$ cat src/rtl/gf_inv_seq.sv
// ---------------------------------------------------------------------------
// gf_inv_seq
//
// Sequential GF(2^8) multiplicative inverse for the AES S-box path.
// Computes inv(x) = x^254 modulo x^8+x^4+x^3+x+1 by square-and-multiply,
// reusing a single combinational multiplier (garoa_Cal) once per cycle.
// One operand is in flight at a time.
//
// Parameters:
//   ZERO_FAST : 1 = operand 0x00 bypasses the loop and completes at once,
//               0 = operand 0x00 runs the whole loop (result is still 0x00)
//   CNT_W     : iteration counter width, must be at least 3
//
// Ports:
//   clk        : clock, rising edge
//   rst_n      : asynchronous active-low reset
//   in_valid   : operand valid
//   in_ready   : engine can accept an operand (IDLE only)
//   in_data    : operand x
//   out_valid  : result valid (DONE state)
//   out_ready  : downstream accepts the result
//   out_data   : x^254, 0x00 for x = 0x00
//   busy       : high while in SQ, MUL or DONE
// ---------------------------------------------------------------------------

// ---------------------------------------------------------------------------
// garoa_Cal
//
// Combinational GF(2^8) multiplier, d = x * y modulo x^8+x^4+x^3+x+1.
//
// Ports:
//   x, y : operands
//   d    : product
// ---------------------------------------------------------------------------
module garoa_Cal (
    input  logic [7:0] x,
    input  logic [7:0] y,
    output logic [7:0] d
);

    logic [7:0] shifted;
    logic [7:0] acc;

    // Shift-and-add: walk the bits of y, accumulating successive xtime()
    // multiples of x, reducing by 0x1B whenever bit 7 falls off.
    always_comb begin
        acc     = 8'h00;
        shifted = x;
        for (int i = 0; i < 8; i++) begin
            if (y[i]) begin
                acc = acc ^ shifted;
            end
            shifted = {shifted[6:0], 1'b0} ^ (shifted[7] ? 8'h1B : 8'h00);
        end
        d = acc;
    end

endmodule

module gf_inv_seq #(
    parameter int ZERO_FAST = 1,
    parameter int CNT_W     = 3
) (
    input  logic       clk,
    input  logic       rst_n,
    input  logic       in_valid,
    output logic       in_ready,
    input  logic [7:0] in_data,
    output logic       out_valid,
    input  logic       out_ready,
    output logic [7:0] out_data,
    output logic       busy
);

    typedef enum logic [1:0] {
        IDLE = 2'd0,
        SQ   = 2'd1,
        MUL  = 2'd2,
        DONE = 2'd3
    } state_t;

    // The last MUL step is the seventh one, counted from zero.
    localparam logic [CNT_W-1:0] K_LAST = CNT_W'(6);

    state_t           state;
    state_t           state_nxt;
    logic [7:0]       s;
    logic [7:0]       s_nxt;
    logic [7:0]       r;
    logic [7:0]       r_nxt;
    logic [CNT_W-1:0] k;
    logic [CNT_W-1:0] k_nxt;
    logic             started;
    logic             accept;
    logic             zero_skip;
    logic [7:0]       mul_x;
    logic [7:0]       mul_y;
    logic [7:0]       mul_d;

    garoa_Cal u_mul (
        .x (mul_x),
        .y (mul_y),
        .d (mul_d)
    );

    // in_ready must stay low while reset is held and rise only after the
    // first clock edge that follows release, so a one-shot flag gates it.
    always_ff @(posedge clk or negedge rst_n) begin
        if (!rst_n) begin
            started <= 1'b0;
        end else begin
            started <= 1'b1;
        end
    end

    assign in_ready  = (state == IDLE) && started;
    assign accept    = in_valid && in_ready;
    assign zero_skip = (ZERO_FAST != 0) && (in_data == 8'h00);

    // State and datapath registers. r doubles as the result register, so
    // out_data never comes straight from the multiplier.
    always_ff @(posedge clk or negedge rst_n) begin
        if (!rst_n) begin
            state <= IDLE;
            s     <= 8'h00;
            r     <= 8'h00;
            k     <= '0;
        end else begin
            state <= state_nxt;
            s     <= s_nxt;
            r     <= r_nxt;
            k     <= k_nxt;
        end
    end

    // Next-state logic and multiplier operand selection. SQ squares the
    // running power s; MUL folds it into the accumulator r. After seven
    // pairs r holds x^(2+4+...+128) = x^254.
    always_comb begin
        state_nxt = state;
        s_nxt     = s;
        r_nxt     = r;
        k_nxt     = k;
        mul_x     = 8'h00;
        mul_y     = 8'h00;
        case (state)
            IDLE: begin
                if (accept) begin
                    s_nxt = in_data;
                    k_nxt = '0;
                    if (zero_skip) begin
                        r_nxt     = 8'h00;
                        state_nxt = DONE;
                    end else begin
                        r_nxt     = 8'h01;
                        state_nxt = SQ;
                    end
                end
            end
            SQ: begin
                mul_x     = s;
                mul_y     = s;
                s_nxt     = mul_d;
                state_nxt = MUL;
            end
            MUL: begin
                mul_x = r;
                mul_y = s;
                r_nxt = mul_d;
                k_nxt = k + 1'b1;
                if (k == K_LAST) begin
                    state_nxt = DONE;
                end else begin
                    state_nxt = SQ;
                end
            end
            DONE: begin
                if (out_ready) begin
                    state_nxt = IDLE;
                end
            end
            default: begin
                state_nxt = IDLE;
            end
        endcase
    end

    // Outputs decode the registered state, so reset clears them at once.
    assign out_valid = (state == DONE);
    assign out_data  = r;
    assign busy      = (state != IDLE);

endmodule
$ cat config.mk
export PLATFORM = sky130hd
export DESIGN_NAME = gf_inv_seq
export DESIGN_NICKNAME = d
export VERILOG_FILES = /design/src/rtl/gf_inv_seq.sv
export SDC_FILE = /design/constraint.sdc
export NUM_CORES = 1
export LEC_CHECK = 0
export ABC_AREA = 1
export ABC_CLOCK_PERIOD_IN_PS = 3100
export BUFFER_PORTS_ARGS = -buffer_cell sky130_fd_sc_hd__buf_2
export CORE_MARGIN = 5
export CORE_UTILIZATION = 25
export CTS_BUF_LIST = sky130_fd_sc_hd__clkbuf_8
export CTS_CLUSTER_SIZE = 16
export DETAILED_ROUTE_END_ITERATION = 8
export PLACE_DENSITY_LB_ADDON = 0.3
export SYNTH_ARGS = -nofsm -noshare
export SYNTH_HDL_FRONTEND = slang
export SYNTH_HIERARCHICAL = 1
export SYNTH_SLANG_ARGS = --single-unit
$ cat constraint.sdc
create_clock -name clk -period 3.1 [get_ports clk]
set_clock_uncertainty 0.2 [all_clocks]
set_input_delay 0.465 -clock clk [delete_from_list [all_inputs] [get_ports clk]]
set_output_delay 0.465 -clock clk [all_outputs]
set_load 0.02 [all_outputs]
==> results.sh, run 1 <==
export IMPL_critPathKind="reg -> reg"
export IMPL_pin_count=23
export IMPL_reg2reg_to="s[6]"
export IMPL_power_density_nw_per_um2=969
export IMPL_layout_nets=571
export IMPL_die_h_um=120
export IMPL_grt_pass1_vias=3030
export IMPL_die_area_um2=14400
export IMPL_finalSetupTns_ps=0
export IMPL_outcome="completed"
export IMPL_setup_viol=0
export IMPL_min_period_ps=2940
export IMPL_crit_arrival_ps=2940
export IMPL_root_buffer="clkbuf_8"
export IMPL_synthMuxAreaShare_pct=0
export IMPL_synthSimpleGateAreaFrac_pct=49.8
export IMPL_syn2layout_area_growth_pct=29.5
export IMPL_finalHoldViolations=0
export IMPL_first_pass_iters=5
export IMPL_period_share_pct=94.9
export IMPL_regToRegSetupSlack_ps=160
export IMPL_dp_hpwl_um=7040
export IMPL_crit_path_end="s[6]"
export IMPL_num_rows=40
export IMPL_drc=0
export IMPL_clockBufferDepth=2
export IMPL_switchingPower_uw=2190
export IMPL_clock_latency_ps=260
export IMPL_grt_start_max_net_pins=23
export IMPL_cp_common_cell="nand2_1"
export IMPL_vias=3184
export IMPL_syn_nets=519
export IMPL_slew_headroom_pct=64.5
export IMPL_synth_compound_area_share_pct=6.68
export IMPL_wl_per_cell_um=13.2
export IMPL_final_cell_mix="153 x nand2_1, 57 x inv_1, 46 x nand3_1, 45 x nand2_2, 34 x buf_4"
export IMPL_coreArea_um2=12000
export IMPL_final_common_cell="nand2_1"
export IMPL_grt_usage_pct=12.3
export IMPL_fin_util_pct=32.8
export IMPL_drv_slew=0
export IMPL_drive_gt1_share_pct=35.2
export IMPL_cts_sinks=22
export IMPL_synth_xor_area_share_pct=8.58
export IMPL_ir_drop_mv=0.450
export IMPL_clk_pin_slew_worst_paths_ps=80
export IMPL_critPathLaunchType="flop"
export IMPL_start_util_pct=25.4
export IMPL_ys_types=39
export IMPL_yosys_register_bits=22
export IMPL_critical_path_startpoint="state[0]"
export IMPL_grt_overflow=0
export IMPL_fp_dieW_um=120
export IMPL_slowest_stage="dfrtp_1"
export IMPL_path_max_fanout=5
export IMPL_drt_initial_drc_count=119
export IMPL_endpoint_kind="flop"
export IMPL_netlist_area_um2=3030
export IMPL_swShare_pct=57.7
export IMPL_antenna_found_initial=0
export IMPL_worstRegToRegCells=19
export IMPL_seqPwrFrac_pct=12.4
export IMPL_p_int_uw=1610
export IMPL_synth_seq_area_share_pct=18.2
export IMPL_cts_tree="yes"
export IMPL_finalWeightedCongestion=0.866
export IMPL_synth_top_family_by_area="simple AND/OR/NAND/NOR gates"
export IMPL_worst_path_buf_inv=4
export IMPL_synthCells=499
export IMPL_grt_pass1_wl_um=14500
export IMPL_ant_nets=0
export IMPL_via_per_inst=4.57
export IMPL_power_frac_comb_pct=82.8
export IMPL_hold_path_class="in -> reg"
export IMPL_cpPeakStageDelay_ps=360
export IMPL_crit_chain="inv_2 -> ha_4 -> buf_4 -> nand2_1 -> o22ai_4 -> buf_4 -> buf_4 -> nand2_2 -> xnor2_2 -> xor2_2 -> xor2_1 -> nand2_1 -> nand2_1 -> nand2_1 -> nand2_1 -> nand2_1 -> nand2_1 -> nand2_2 -> o21ai_2"
export IMPL_cts_buffers=3
export IMPL_yosys_warnings=6
export IMPL_routed_wl_um=9160
export IMPL_syn_avg_cell_area_um2=6.08
export IMPL_maxCapViolations=0
export IMPL_grt_setup_unrepaired="yes"
export IMPL_n_antenna_cell=0
export IMPL_worst_slew_pin_transition_ps=532
export IMPL_leakage_uw=0.00198
export IMPL_r2r_start="state[0]"
export IMPL_required_ps=3090
export IMPL_whs_ps=325
export IMPL_io_buffers=22
export IMPL_worstHoldStart="in_data[7]"
export IMPL_path_depth=19
export IMPL_clockPowerShare_pct=4.8
export IMPL_h_tree_depth=1
export IMPL_yosys_area_share_adder_pct=3.30
export IMPL_critPathTopFamily="simple AND/OR/NAND/NOR gates"
export IMPL_max_freq_mhz=340
-- power groups by stage --
| stage | Sequential, µW | Clock [µW] | Combinational (µW) |
|---|---|---|---|
| 5_1_grt | 482 | 195 | 3480 |
| 6_report | 472 | 181 | 3150 |
| 3_3_place_gp | 468 | 0 | 2540 |
| 4_1_cts | 465 | 187 | 2620 |
| 2_1_floorplan | 503 | 0 | 1850 |
| 3_5_place_dp | 470 | 0 | 2570 |
-- timing repair --
action / CTS / global route
cloned: 0 / 2
setup endpoints to repair: 7 / 16
hold endpoints to repair: 22 / 0
hold buffers: 1 / 0
buffers inserted: 2 / 14
pin swaps: 0 / 35
gates resized for setup: 2 / 95
-- worst reg2reg max path, cell delays in order, from the launching register on --
cell	delay (ps)
dfrtp_1	360
inv_2	70
ha_4	290
buf_4	120
nand2_1	100
o22ai_4	240
buf_4	190
buf_4	120
nand2_2	50
xnor2_2	170
xor2_2	230
xor2_1	170
nand2_1	90
nand2_1	70
nand2_1	50
nand2_1	110
nand2_1	70
nand2_1	70
nand2_2	50
o21ai_2	70
-- cells by family (layout without fill, tap and decap cells) --
logic type,Yosys count,count (layout)
fa+ha+maj,8,8
buf+inv,89,139
other cells,1,1
simple gates,317,317
flops,22,22
compound gates,34,34
xor+xnor,28,28
-- worst min-delay path by stage --
stage	endpoint	depth (start not counted)
global route	s[7]	5
detailed placement	k[2]	1
finish	s[7]	5
CTS	s[7]	5
floorplan	k[0]	0
global placement	started	1
-- state kept, by name (all words and copies together) (netlist names) --
signal and cells:
out_data 8, s 8, k 3, state 2
started 1
-- stage by stage --
stage / total power, µW / instance area (µm²) / instances / worst slack, ps
3_3_place_gp: 3010 / 3380 / 674 / 30.4
2_1_floorplan: 2360 / 3030 / 499 / 131
4_1_cts: 3280 / 3460 / 680 / 41.4
5_1_grt: 4160 / 3930 / 696 / -5.02
3_5_place_dp: 3040 / 3380 / 674 / -76.4
6_report: 3810 / 3930 / 696 / 157
-- synth_stat cells, drive strengths merged --
master    n  area [µm²]
clkbuf    2        7.51
a31oi     1        6.26
nand3    60         328
o22ai     6        37.5
nand2   220         981
nor2     25         114
conb      1        3.75
dfrtp    22         551
buf      15         114
xnor2    14         130
clkinv    1        3.75
ha        8         100
nand3b    5        37.5
o31ai     1        7.51
o21bai    1        7.51
or2       2        12.5
a21oi     3        15.0
inv      71         279
o21ai    22         129
nand2b    1        13.8
xor2     14         130
nand4     4        25.0
-- area by class of cell --
type	instances	area, µm²
Fill cell	1283	8040
Timing Repair Buffer	64	448
Sequential cell	22	551
Inverter	72	288
Clock buffer	3	41.3
Multi-Input combinational cell	388	2410
Tap cell	147	184
-- metal layers --
| metal | global-route usage, % | part of all wire (%) | wire [µm] |
|---|---|---|---|
| met1 | 16.4 | 47 | 4260 |
| met3 | 1.08 | 3.3 | 301 |
| met4 | 3.44 | 1.8 | 169 |
| met2 | 21.2 | 48 | 4430 |
| met5 | 0 | 0 | 0 |
(Power assumes the default switching activity.)
==> run 2, diff against run 1 <==
Settings changed: ABC_AREA 1 to default, CTS_CLUSTER_SIZE 16 to default.
==> run 2 against run 1 <==
Hold slack got worse by 15 ps; sequential share of layout area increased by 1.6 points; combinational power decreased by 3%; first-iteration DRC count increased by 11%; wire length decreased by 20%; design area decreased by 9.9%; clock power decreased by 5%; non-clock buffer count increased by 15; critical path depth decreased by 6; worst setup slack got worse by 86 ps; largest cell class unchanged; highest routed layer unchanged.
==> results.sh, run 2 <==
export IMPL_outcome="completed"
export IMPL_ir_drop_mv=0.312
export IMPL_async_reset_ff_share_pct=100
export IMPL_critical_path_startpoint="state[0]"
export IMPL_grt_start_max_net_pins=23
export IMPL_synth_top_area_share_pct=20.4
export IMPL_ys_top_cells_by_area="dfrtp_1 20%, xnor2_1 17%, nand2_1 9.6%, xor2_1 5.5%, mux2i_1 4.5%"
export IMPL_synth_seq_area_share_pct=20.4
export IMPL_layout_nets=405
export IMPL_regToRegSetupSlack_ps=70
export IMPL_crit_path_end="s[3]"
export IMPL_endpoint_kind="flop"
export IMPL_required_ps=3030
export IMPL_clock_latency_ps=260
export IMPL_h_tree_depth=1
export IMPL_syn_nets=344
export IMPL_cts_sinks=22
export IMPL_path_max_fanout=12
export IMPL_yosys_register_bits=22
export IMPL_cts_tree="yes"
export IMPL_yosysMostFrequentCell="nand2_1"
export IMPL_p_total_uw=3780
export IMPL_drt_initial_drc_count=132
export IMPL_synthCells=324
export IMPL_grt_usage_pct=11.2
export IMPL_max_freq_mhz=330
export IMPL_io_buffers=22
export IMPL_synthTopCellsByCount="69 x nand2_1, 51 x xnor2_1, 22 x dfrtp_1, 17 x xor2_1, 14 x o21ai_1"
export IMPL_coreArea_um2=10700
export IMPL_dp_hpwl_um=5720
export IMPL_drv_slew=0
export IMPL_worst_slew_pin_transition_ps=684
export IMPL_worstRegToRegCells=13
export IMPL_grt_overflow=0
export IMPL_synth_edf_count=0
export IMPL_r2r_start="state[0]"
export IMPL_maxCapViolations=0
export IMPL_leakage_uw=0.00140
export IMPL_placed_area_um2=3180
export IMPL_netlist_area_um2=2700
export IMPL_critPathKind="reg -> reg"
export IMPL_power_density_nw_per_um2=1070
export IMPL_crit_arrival_ps=2950
export IMPL_finalWeightedCongestion=0.861
export IMPL_drc=0
export IMPL_die_area_um2=13000
export IMPL_synth_area_leader_cell="dfrtp_1"
export IMPL_wl_per_cell_um=14.1
export IMPL_grt_pass1_vias=2280
export IMPL_final_cell_mix="68 x nand2_1, 46 x xnor2_1, 46 x buf_4, 22 x buf_2, 21 x dfrtp_1"
export IMPL_setup_viol=0
export IMPL_syn_avg_cell_area_um2=8.32
export IMPL_antenna_found_initial=0
export IMPL_ant_nets=0
export IMPL_first_pass_iters=4
export IMPL_drive_gt1_share_pct=35.0
export IMPL_final_common_cell="nand2_1"
export IMPL_min_period_ps=3030
export IMPL_synth_ff_type="dfrtp_1"
export IMPL_ys_types=50
export IMPL_die_h_um=114
export IMPL_routed_wl_um=7370
export IMPL_slew_headroom_pct=54.0
export IMPL_hold_path_class="in -> reg"
export IMPL_reg2reg_to="s[3]"
export IMPL_finalHoldViolations=0
export IMPL_vias=2330
export IMPL_critPathLaunchType="flop"
export IMPL_clk_pin_slew_worst_paths_ps=80
export IMPL_final_area_um2=3540
export IMPL_yosys_warnings=6
export IMPL_syn2layout_area_growth_pct=31.2
export IMPL_cts_buffers=3
export IMPL_start_util_pct=25.2
export IMPL_period_share_pct=97.7
export IMPL_fp_dieW_um=114
export IMPL_whs_ps=310
export IMPL_fin_util_pct=33.1
export IMPL_pin_count=23
export IMPL_via_per_inst=4.46
export IMPL_n_antenna_cell=0
export IMPL_grt_pass1_wl_um=11600
export IMPL_num_rows=38
export IMPL_root_buffer="clkbuf_8"
export IMPL_clockBufferDepth=2
[run 2: cell types whose count changed in the layout (fill, tap and decap cells not counted), moves of 11 or more]
cell | previous run | this run
xnor2_1 | 9 | 46
buf_4 | 34 | 46
nand2_4 | 21 | 0
nand3_2 | 13 | 0
inv_1 | 57 | 6
nand2_2 | 45 | 4
nand2_1 | 153 | 68
nand3_1 | 46 | 6
mux2i_1 | 0 | 11
[run 2: how the worst min path moves through the flow]
stage	startpoint	to	slack (ps)	cells after the start
final	in_data[5]	s[5]	310	3
after global routing	in_data[6]	s[6]	310	3
after CTS	in_data[5]	s[5]	300	3
after detailed placement	rst_n	out_data[0]	280	1
after global placement	rst_n	s[1]	280	1
after floorplan	rst_n	k[0]	-30	0
[run 2: cell type report]
class	instances	area (µm²)
Timing Repair Buffer	79	598
Multi-Input combinational cell	270	2140
Fill cell	1124	7160
Sequential cell	22	552
Clock buffer	3	41.3
Tap cell	140	175
Inverter	9	36.3
[run 2: logic make-up after synthesis]
kind of cell | Yosys count | share of synthesized area [%]
AND/OR/NAND/NOR | 116 | 20.1
XOR/XNOR | 79 | 30.3
AO/OA/AOI/OAI | 54 | 14.3
buffers and inverters | 32 | 6.64
flip-flops | 22 | 20.4
multiplexers | 12 | 4.45
adder cells (fa/ha/maj) | 8 | 3.71
other | 1 | 0.139
[run 2: power breakdown]
part / switching, µW / internal, µW / leakage [µW]
Clock: 85.0 / 86.5 / 0.0000216
Sequential: 122 / 416 / 0.000283
Combinational: 1600 / 1470 / 0.00110
[run 2: layer usage]
metal | up-vias | share of wire (%) | track usage, % | wire, µm
met5 | - | 0 | 0 | 0
met2 | 40 | 49 | 18.8 | 3590
met4 | 0 | 0.65 | 1.43 | 48
li1 | 1183 | - | - | -
met3 | 4 | 3.9 | 1.59 | 285
met1 | 1103 | 47 | 15.6 | 3450
[run 2: repair_timing]
item,4_1_cts,5_1_grt
gates resized for setup,11,30
hold buffers,1,0
pin swaps,3,14
buffers inserted,3,12
gates cloned,0,0
hold endpoints to repair,22,0
endpoints found under the setup margin,10,13
[run 2: through the flow]
step / std cells / TNS (ps) / setup WS, ps
after floorplan: 324 / 0 / 53.1
after global placement: 504 / -192 / -70.2
after detailed placement: 504 / -469 / -118
after CTS: 511 / 0 / 21.6
after global routing: 523 / -113 / -72.9
final: 523 / 0 / 71.1
[run 2: worst max-delay path: stages, from the launching register on]
cell      delay [ps]
dfrtp_2          450
ha_4             180
buf_12           140
a22oi_1          170
nor2b_1           60
buf_4            160
xnor3_1          400
nor2_2            60
a311oi_2         290
xor2_1           210
xnor2_1          180
xnor2_1          140
mux2i_1          180
o21ai_1           70
